**src/rtl/merge_arb_pkg.sv**
```systemverilog
// Shared definitions for the merge arbiter: FSM state encoding and
// derived bus-field widths used by the arbiter and its neighbours.
package merge_arb_pkg;

  typedef enum logic {
    ST_IDLE = 1'b0,
    ST_BUSY = 1'b1
  } state_e;

  // Request bundle carried to the slave: {addr, wdata, wstrb}.
  function automatic int req_w(input int addr_w, input int data_w);
    return addr_w + data_w + data_w / 8;
  endfunction

  // Response bundle returned to a master: {rdata, ready}.
  function automatic int rsp_w(input int data_w);
    return data_w + 1;
  endfunction

  // Wait-counter width; a disabled timeout still needs one bit.
  function automatic int cnt_w(input int timeout);
    return (timeout > 0) ? $clog2(timeout + 1) : 1;
  endfunction

endpackage

```
**src/rtl/merge_rr_sel.sv**
```systemverilog
// Round-robin selector: picks the first valid requester after the last
// granted index, wrapping modulo N_MASTERS.
module merge_rr_sel
  import merge_arb_pkg::*;
#(
  parameter int N_MASTERS = 2,
  parameter int IDX_W     = $clog2(N_MASTERS)
) (
  input  logic [N_MASTERS-1:0] valid_i,
  input  logic [IDX_W-1:0]     last_i,
  output logic                 any_o,
  output logic [IDX_W-1:0]     sel_o
);

  always_comb begin
    int              idx;
    logic [IDX_W-1:0] cand;
    idx   = 0;
    cand  = '0;
    any_o = 1'b0;
    sel_o = '0;
    // Offset 1 first so the previous owner is considered last.
    for (int k = 1; k <= N_MASTERS; k++) begin
      idx  = (int'(last_i) + k) % N_MASTERS;
      cand = IDX_W'(idx);
      if (!any_o && valid_i[cand]) begin
        any_o = 1'b1;
        sel_o = cand;
      end
    end
  end

endmodule

```
**src/rtl/merge_arb.sv**
```systemverilog
// Round-robin, transaction-locking arbiter sharing one native-bus slave
// among N_MASTERS masters, with an optional slave-wait timeout.
module merge_arb
  import merge_arb_pkg::*;
#(
  parameter int N_MASTERS = 2,
  parameter int ADDR_W    = 32,
  parameter int DATA_W    = 32,
  parameter int TIMEOUT   = 255
) (
  input  logic                            clk,
  input  logic                            rst_n,
  input  logic [N_MASTERS-1:0]            m_valid,
  input  logic [N_MASTERS*ADDR_W-1:0]     m_addr,
  input  logic [N_MASTERS*DATA_W-1:0]     m_wdata,
  input  logic [N_MASTERS*(DATA_W/8)-1:0] m_wstrb,
  output logic [DATA_W-1:0]               m_rdata,
  output logic [N_MASTERS-1:0]            m_ready,
  output logic                            s_valid,
  output logic [ADDR_W-1:0]               s_addr,
  output logic [DATA_W-1:0]               s_wdata,
  output logic [DATA_W/8-1:0]             s_wstrb,
  input  logic [DATA_W-1:0]               s_rdata,
  input  logic                            s_ready,
  output logic [N_MASTERS-1:0]            grant,
  output logic                            timeout_err
);

  localparam int IDX_W  = $clog2(N_MASTERS);
  localparam int STRB_W = DATA_W / 8;
  localparam int REQ_W  = req_w(ADDR_W, DATA_W);
  localparam int CNT_W  = cnt_w(TIMEOUT);
  // Counter is cleared on the grant edge, so the Nth BUSY cycle sees N-1.
  localparam logic [CNT_W-1:0] TO_LAST  = CNT_W'((TIMEOUT > 0) ? TIMEOUT - 1 : 0);
  localparam logic [IDX_W-1:0] LAST_RST = IDX_W'(N_MASTERS - 1);

  state_e               state_q, state_d;
  logic [IDX_W-1:0]     last_q, last_d;
  logic [N_MASTERS-1:0] grant_q, grant_d;
  logic [REQ_W-1:0]     req_q, req_d;
  logic                 s_valid_q, s_valid_d;
  logic [CNT_W-1:0]     cnt_q, cnt_d;

  logic                 any_vld;
  logic [IDX_W-1:0]     sel_idx;
  logic [REQ_W-1:0]     sel_req;
  logic                 busy;
  logic                 timeout_hit;
  logic                 done;

  merge_rr_sel #(
    .N_MASTERS (N_MASTERS),
    .IDX_W     (IDX_W)
  ) u_rr_sel (
    .valid_i (m_valid),
    .last_i  (last_q),
    .any_o   (any_vld),
    .sel_o   (sel_idx)
  );

  always_comb begin
    sel_req = {m_addr[int'(sel_idx)*ADDR_W +: ADDR_W],
               m_wdata[int'(sel_idx)*DATA_W +: DATA_W],
               m_wstrb[int'(sel_idx)*STRB_W +: STRB_W]};
  end

  // Response steering: only the owner ever sees ready.
  assign busy        = (state_q == ST_BUSY);
  assign timeout_hit = (TIMEOUT != 0) && busy && (cnt_q >= TO_LAST);
  assign done        = busy && (s_ready || timeout_hit);
  assign m_ready     = done ? grant_q : '0;
  assign m_rdata     = (busy && s_ready) ? s_rdata : '0;
  assign timeout_err = timeout_hit && !s_ready;

  assign s_valid                   = s_valid_q;
  assign {s_addr, s_wdata, s_wstrb} = req_q;
  assign grant                     = grant_q;

  always_comb begin
    state_d   = state_q;
    last_d    = last_q;
    grant_d   = grant_q;
    req_d     = req_q;
    s_valid_d = s_valid_q;
    cnt_d     = cnt_q;
    unique case (state_q)
      ST_IDLE: begin
        if (any_vld) begin
          state_d          = ST_BUSY;
          s_valid_d        = 1'b1;
          req_d            = sel_req;
          grant_d          = '0;
          grant_d[sel_idx] = 1'b1;
          last_d           = sel_idx;
          cnt_d            = '0;
        end
      end
      ST_BUSY: begin
        if (cnt_q != {CNT_W{1'b1}}) cnt_d = cnt_q + CNT_W'(1);
        if (done) begin
          state_d   = ST_IDLE;
          s_valid_d = 1'b0;
          grant_d   = '0;
        end
      end
      default: state_d = ST_IDLE;
    endcase
  end

  always_ff @(posedge clk or negedge rst_n) begin
    if (!rst_n) begin
      state_q   <= ST_IDLE;
      last_q    <= LAST_RST;
      grant_q   <= '0;
      req_q     <= '0;
      s_valid_q <= 1'b0;
      cnt_q     <= '0;
    end else begin
      state_q   <= state_d;
      last_q    <= last_d;
      grant_q   <= grant_d;
      req_q     <= req_d;
      s_valid_q <= s_valid_d;
      cnt_q     <= cnt_d;
    end
  end

endmodule

```
**config.mk**
```make
export PLATFORM = sky130hd
export DESIGN_NAME = merge_arb
export DESIGN_NICKNAME = d
export VERILOG_FILES = /design/src/rtl/merge_arb_pkg.sv /design/src/rtl/merge_rr_sel.sv /design/src/rtl/merge_arb.sv
export SDC_FILE = /design/constraint.sdc
export NUM_CORES = 1
export LEC_CHECK = 0
export ABC_AREA = 1
export CORE_ASPECT_RATIO = 1.2
export CORE_MARGIN = 3
export CORE_UTILIZATION = 38
export CTS_CLUSTER_SIZE = 28
export DETAILED_ROUTE_END_ITERATION = 16
export MAX_ROUTING_LAYER = met4
export PLACE_DENSITY_LB_ADDON = 0.05
export SLEW_MARGIN = 20
export SYNTH_ARGS = -nofsm -noshare
export SYNTH_HDL_FRONTEND = slang
export SYNTH_HIERARCHICAL = 1
export SYNTH_SLANG_ARGS = --single-unit
export TNS_END_PERCENT = 10
```
**constraint.sdc**
```tcl
create_clock -name clk -period 2.3 [get_ports clk]
set_input_delay 0.23 -clock clk [delete_from_list [all_inputs] [get_ports clk]]
set_output_delay 0.23 -clock clk [all_outputs]
set_load 0.02 [all_outputs]
```
After elaboration in Yosys (flattened, before gate mapping). Cells that the tools add are included.

ROM bits: 0. Flip-flop bits (word level): 81. Memory bits (writable): 0. Bits in latches: 0. Output and inout port bits: 106. Memories kept: 0.

$lt $le $gt $ge: 5. Divide/modulo/power cells: 0. Multipliers: 0. Add/subtract/negate cells: 3. Bitwise operators: 1. Eq/ne operators: 4. Shift operators: 3. Reduce and logical (&&, ||, !) cells: 12. Multiplexer cells: 24.

Operators by type and width (number): 64-bit by 7-bit indexed part select with 32-bit output (2); 32-bit 2-to-1 mux (1); 8-bit 2-to-1 mux (2); 8-bit case mux with 2 select lines (1); 1-bit 2-to-1 mux (13); 8-bit by 1-bit adder with 8-bit output (second input constant) (1); 8-bit >= comparator (second input constant) (1); 8-bit != test (second input constant) (1); 8-bit by 4-bit indexed part select with 4-bit output (1); 1-bit logical AND (6); 1-bit by 2-bit < comparator with 1-bit output (second input constant) (3); 2-bit 2-to-1 mux (3); 2-bit AND reduction (3); 2-bit by 1-bit != test with 1-bit output (second input constant) (2); 1-bit case mux with 2 select lines (2); 2-bit case mux with 2 select lines (1); 1-bit adder (second input constant) (2); 1-bit logical NOT (2); 2-bit != test (second input constant) (1); 1-bit demux with 1-bit select (1); 1-bit >= comparator (second input constant) (1); 1-bit logical OR (1); 1-bit inverter (1).

Longest topological paths before layout. Gate-level depths: netlist of run 1.

Word-level depth: 13. Depth in mapped cells: 8. Depth with buffers taken out: 8.

Hierarchy. Netlist of run 1, hierarchy kept.

By module, submodules not included: merge_arb (sequential area each 2028.2 um2, area each 3996.3 um2, instances 1, cells an instance 530); merge_rr_sel (sequential area each 0.0 um2, area each 15.0 um2, instances 1, cells an instance 3).

Least setup slack after synthesis of run 1. OpenSTA, ideal clock, no wires.

Path kind: register -> output. From: register cnt_q[0]. To: output port m_ready[0]. Stages on the path, launching flop included: 9. Path slack: 0.824 ns. Arrival: 1.246 ns. Cells stage by stage: dfrtp_1 > inv_1 > ha_1 > nor2_1 > nor2_1 > nand3_2 > nand2_1 > inv_1 > nor2_1.

Longest elaborated chain between the ends: 5.

Ends and longest elaborated chain: start: declaration (RTL line merge_arb.sv:42) `logic [CNT_W-1:0] cnt_q, cnt_d;`; start signal: assignment (RTL line merge_arb.sv:124) `cnt_q <= cnt_d;`; 8-bit >= comparator (RTL line merge_arb.sv:69) `assign timeout_hit = (TIMEOUT != 0) && busy && (cnt_q >= TO_LAST);`; 1-bit logical AND (RTL line merge_arb.sv:69); 1-bit logical OR (RTL line merge_arb.sv:70) `assign done = busy && (s_ready || timeout_hit);`; 1-bit logical AND (RTL line merge_arb.sv:70); 2-bit 2-to-1 mux (RTL line merge_arb.sv:71) `assign m_ready = done ? grant_q : '0;`; end: declaration (RTL line merge_arb.sv:18) `output logic [N_MASTERS-1:0] m_ready,`.

Every way passes these cells.

Worst setup path in the final report of run 1.
From: register state_q, in the netlist busy. To: output port m_rdata[21].

Longest elaborated chain between the ends: 2.

Ends and longest elaborated chain: start: declaration (RTL line merge_arb.sv:37) `state_e state_q, state_d;`; start signal: assignment (RTL line merge_arb.sv:119) `state_q <= state_d;`; 1-bit logical AND (RTL line merge_arb.sv:72) `assign m_rdata = (busy && s_ready) ? s_rdata : '0;`; 32-bit 2-to-1 mux (RTL line merge_arb.sv:72); end: declaration (RTL line merge_arb.sv:17) `output logic [DATA_W-1:0] m_rdata,`.

Every way passes these cells.

==> results.cfg, run 1 <==
[synthesis]
synth_seq_area_share_pct = 50.6
synth_area_leaders = dfrtp_1, a21oi_1, nor2_1
synth_edf_count = 0
synth_common_cells = a21oi_1, nor2_1, nand2_1
yosys_warnings = 6
synth_top_family_by_area = simple AND/OR/NAND/NOR gates
syn-cell-area_um2 = 4010
postSynthAreaPerCell_um2 = 7.53
synth_compound_area_share_pct = 18.0
synth.most_common_cell = a21oi_1
syn_inst = 533
ys.flop_type = dfrtp_1
synth-simple-area-share_pct = 21.7
synthMuxAreaShare_pct = 0
synth_fa_ha_area_share_pct = 0.624
synth_area_leader_cell = dfrtp_1
synth_xor_area_share_pct = 0.655
synth_top_cell_area_share_pct = 49.9
ys_async_sr_fraction_pct = 100
yosysUniqueCellTypes = 21
synth_seq_cells = 81
syn-num-nets = 708

[detailed_routing]
via_per_inst = 4.94
post_drt_wl_per_cell_um = 16.2
drcViolationCount = 0
first_pass_iters = 4
drtIter0Drc = 214
postRouteWirelength_um = 15100
vias = 4588
postRouteAntennaNets = 0

[clock_tree]
path_clk_slew_ps = 60
clkLatencyLatePin_ps = 340
clockBufferDepth = 2
numClockSinks = 81
cts.root.buffer_cell = clkbuf_16
cts_tree = built
htree_levels = 3
numCtsBuffers = 9

[setup_path]
max_stage_delay_ps = 640
cp-end-kind = primary output
critPathSlowestCell = clkdlybuf4s50_1
r2r_cells = 5
critPathCapture = m_rdata[21]
reg2reg_from = last_q
critPathLaunch = busy
cp-start-kind = flip-flop
worst_ep_arrival_time_ps = 1940
cp_num_cells = 4
path_cells = nand2_1 > buf_12 > nor2_1 > clkdlybuf4s50_1
crit_buf_inv = 2
r2r_slack_ps = 630
critical_path_peak_fanout = 32
crit_type = flip-flop to primary output
path_delay_family = buffers and inverters
required_ps = 2070
rr_endpoint = req_q[33]

[global_route]
met1_usage_pct = 28.9
grt_usage_pct = 26.2
grt_busiest_layer = met2
grt_overflow = 0
grt_use_met3_pct = 7.26
met2_usage_pct = 43.0
grt_pass1_vias = 4641
antenna_found_initial = 1
grt_pass1_wl_um = 23600
grt_start_max_net_pins = 70

[sta]
hold_violations = 0
slew_viol_final = 0
min_period_over_period_pct = 94.5
setup_viol = 0
clock.fmax_mhz = 460
tightest_slew_ps = 756
fin_skew_ps = 6.73
tns_ps = 0
maxSlewHeadroom_pct = 49.6
rsz0062_at_grt = false
min_period_ps = 2170

[finish]
layout-drive-gt1-share_pct = 4.11
synthToLayoutAreaGrowth_pct = 79.0
finalNetCount = 973
fin_area_um2 = 7180
fillerInstances = 821

[floorplanning]
coreArea_um2 = 10200
dieWidth_um = 99.8
start_util_pct = 39.5
fp.dieH_um = 119
fp-row-count = 40
die-area_um2 = 11800
ios = 279

[outcome]
run_status = completed

[placed_design]
dp_hpwl_um = 11400
place_area_um2 = 6900
place.port_buffers = 278
gp_congestion = 0.870

[pwr]
power_density_nw_per_um2 = 987
p_leak_nw = 3.13
peakVddDrop_v = 0.000548

[hold_path]
hold_path_class = input port to flip-flop

[flow_run]
maxCapViolCount = 0
==> worst min path at each step <==
stage / startpoint / end / slack, ps / cells after the start
floorplan: rst_n / busy / -70 / 0
global placement: rst_n / req_q[16] / 240 / 1
detailed placement: rst_n / req_q[16] / 240 / 1
CTS: m_addr[61] / req_q[65] / 430 / 3
global route: m_addr[53] / req_q[57] / 440 / 3
finish: m_addr[60] / req_q[64] / 430 / 3
==> through the flow <==
stage	hold WS (ps)	setup slack [ps]	utilization, %	std cells	total power, mW
3_5_place_dp	244	249	67.9	912	5.80
3_3_place_gp	237	274	67.9	912	5.73
2_1_floorplan	-65.6	824	-	533	3.98
6_report	433	127	70.7	929	7.09
5_1_grt	438	20.1	70.7	929	7.51
4_1_cts	426	69.3	70.6	928	7.14
==> power by group <==
part	internal, mW	switching (mW)
registers	1.98	0.337
logic	1.61	1.84
clock network	0.752	0.565
total	4.34	2.75
==> tightest hold or removal path, cell delays in order <==
cell	delay, ps
clkdlybuf4s50_1	390
nand2_1	60
a21oi_1	50
==> sequential cells by signal, indices dropped and copies added (netlist names) <==
register,cells
s_valid,1
req_q,68
last_q,1
cnt_q,8
grant,2
busy,1
==> kinds of logic (layout without fill, tap and decap cells) <==
group	Yosys count	after routing
flops	81	81
other cells	0	1
fa+ha+maj	2	2
compound gates	144	144
simple gates	222	222
xor+xnor	3	3
buf+inv	81	350
==> layout by cell type (no fill, tap or decap) <==
cell / count
a21oi_1: 136
a21oi_4: 1
buf_12: 3
buf_4: 7
clkbuf_1: 2
clkbuf_16: 9
clkbuf_8: 1
clkdlybuf4s50_1: 274
clkinv_2: 2
clkinvlp_4: 1
dfrtp_1: 80
dfstp_2: 1
diode_2: 1
dlygate4sd2_1: 2
dlygate4sd3_1: 1
dlymetal6s2s_1: 1
ha_1: 2
inv_1: 44
inv_2: 3
nand2_1: 93
nand2_2: 2
nand3_1: 14
nand3_2: 1
nand4_1: 2
nor2_1: 107
nor2_2: 2
o21ai_0: 7
or2_1: 1
xnor2_1: 2
xor2_1: 1
==> per-layer routing <==
metal / routed length (µm) / up-vias
met4: 665 / 0
met2: 7740 / 203
met1: 5470 / 2108
met5: 0 / -
li1: - / 2226
met3: 1230 / 51
==> area by class of cell <==
class | count | area [µm²] | share of cell area (%)
diodes | 1 | 2.50 | 0.0348
clock buffers | 12 | 246 | 3.43
clock inverters | 3 | 17.5 | 0.244
inverters | 47 | 176 | 2.46
multi-input cells | 371 | 1660 | 23.1
flip-flops and latches | 81 | 2030 | 28.2
well taps | 126 | 158 | 2.20
repair buffers | 288 | 2900 | 40.3
==> timing repair <==
action | CTS | global route
setup endpoints to repair | 2 | 1
hold endpoints to repair | 37 | 0
resized for setup | 3 | 1
setup buffers | 0 | 0
hold buffers | 1 | 0
No activity file was read; power rests on OpenSTA's default activity.
==> run 2: changes to the inputs <==
- CORE_AREA: not set -> 2 2 109 111
- CORE_ASPECT_RATIO: 1.2 -> not set
- CORE_MARGIN: 3 -> not set
- CORE_UTILIZATION: 38 -> not set
- DIE_AREA: not set -> 0 0 111 113
- MAX_ROUTING_LAYER: met4 -> not set
==> results.cfg, run 2 (synthesis results as in run 1) <==
[sta]
hold_violations = 0
maxSlewHeadroom_pct = 58.4
tightest_slew_ps = 624
tns_ps = 0
slew_viol_final = 0
min_period_over_period_pct = 94.2
rsz0062_at_grt = false
setup_viol = 0
finalWorstSetupSlack_ps = 134
fin_skew_ps = 6.47
min_period_ps = 2170
holdWs_ps = 414
clock.fmax_mhz = 462

[clock_tree]
numClockSinks = 81
cts_tree = built
clockBufferDepth = 2
cts.root.buffer_cell = clkbuf_16
htree_levels = 3
path_clk_slew_ps = 60
clkLatencyLatePin_ps = 340
numCtsBuffers = 9

[detailed_routing]
first_pass_iters = 4
postRouteWirelength_um = 14800
vias = 4563
drtIter0Drc = 247
postRouteAntennaNets = 0
drcViolationCount = 0
via_per_inst = 4.82
post_drt_wl_per_cell_um = 15.7

[global_route]
grt_usage_pct = 23.6
grt_start_max_net_pins = 71
grt_overflow = 0
grt_pass1_vias = 4662
antenna_found_initial = 1
grt_pass1_wl_um = 23700

[setup_path]
r2r_slack_ps = 740
rr_endpoint = req_q[6]
reg2reg_from = last_q
cp-start-kind = flip-flop
cp-end-kind = primary output
critical_path_peak_fanout = 34
required_ps = 2070
r2r_cells = 5
worst_ep_arrival_time_ps = 1940
crit_type = flip-flop to primary output

[finish]
largest_register_ffs = 68
synthToLayoutAreaGrowth_pct = 80.3
fin_util_pct = 64.2
layout_common_cells = clkdlybuf4s50_1, a21oi_1, nor2_1, nand2_1, dfrtp_1
layout-drive-gt1-share_pct = 4.36
final_common_cell = clkdlybuf4s50_1
largest-register = req_q
finalNetCount = 973
layoutNonFillerInstCount = 947
fin_area_um2 = 7230

[floorplanning]
start_util_pct = 35.6
die-area_um2 = 12500
fp.dieH_um = 113
ios = 279
coreArea_um2 = 11300
fp-row-count = 39
dieWidth_um = 111

[hold_path]
hold_path_class = input port to asynchronous set/reset pin

[placed_design]
place_ws_ps = 259
dp_hpwl_um = 10800
place_area_um2 = 6920
gp_congestion = 0.788
place.port_buffers = 278
dpl.cell_count = 929

[pwr]
p_leak_nw = 3.15
switching_share_pct = 38.1
power_mw = 7.19
comb_power_share_pct = 48.1
p_clk_share_pct = 19.9
pwr-share-seq_pct = 32.0
intPower_mw = 4.46
switching_power_mw = 2.74
power_density_nw_per_um2 = 995
peakVddDrop_v = 0.000560

[flow_run]
maxCapViolCount = 0

[outcome]
run_status = completed
[run 2: cell count changes in the layout (fill, tap and decap cells not counted)]
cell and change:
bufinv_16 +1, clkinv_2 +2, nor2_2 -1, nor2_1 +1, clkbuf_1 -2
[run 2: layout make-up]
| class | instances | area, µm² |
|---|---|---|
| diodes | 1 | 2.50 |
| clock buffers | 10 | 239 |
| well taps | 143 | 179 |
| multi-input cells | 371 | 1660 |
| inverters | 47 | 176 |
| flip-flops and latches | 81 | 2030 |
| repair buffers | 288 | 2900 |
| fillers | 1044 | 4040 |
| clock inverters | 6 | 57.6 |
[run 2: how the worst max path moves through the flow]
stage / startpoint / endpoint / slack (ps) / cells past startpoint
4_1_cts: cnt_q[0] / timeout_err / 40 / 7
2_1_floorplan: cnt_q[0] / m_ready[0] / 820 / 8
3_3_place_gp: cnt_q[0] / m_ready[0] / 290 / 9
3_5_place_dp: s_ready / m_rdata[15] / 260 / 5
6_report: busy / m_rdata[15] / 130 / 5
5_1_grt: cnt_q[0] / m_ready[1] / 30 / 9
[run 2: worst max-delay path: stages, from the launching register on]
cell and delay [ps]:
dfrtp_1 400, buf_4 170, nand2_1 70, buf_4 320
nor2_1 80, clkdlybuf4s50_1 560
[run 2: power by group through the flow]
stage / sequential [mW] / combinational (mW) / clock (mW)
global placement: 2.30 / 3.45 / 0
floorplan: 2.94 / 1.05 / 0
CTS: 2.31 / 3.50 / 1.47
finish: 2.30 / 3.46 / 1.43
global route: 2.38 / 3.71 / 1.53
detailed placement: 2.32 / 3.48 / 0
[run 2: timing repair]
item / in CTS / in global routing
setup endpoints to repair: 2 / 1
hold endpoints to repair: 37 / 0
gates resized for setup: 2 / 1
hold buffers: 1 / 0
buffers inserted: 0 / 0
[run 2: per-layer routing]
layer	up-vias	global-route usage, %	wire (µm)
met1	2138	26.2	5790
met4	0	9.25	428
li1	2228	-	-
met2	169	42.0	7550
met5	-	0	0
met3	28	7.87	1080
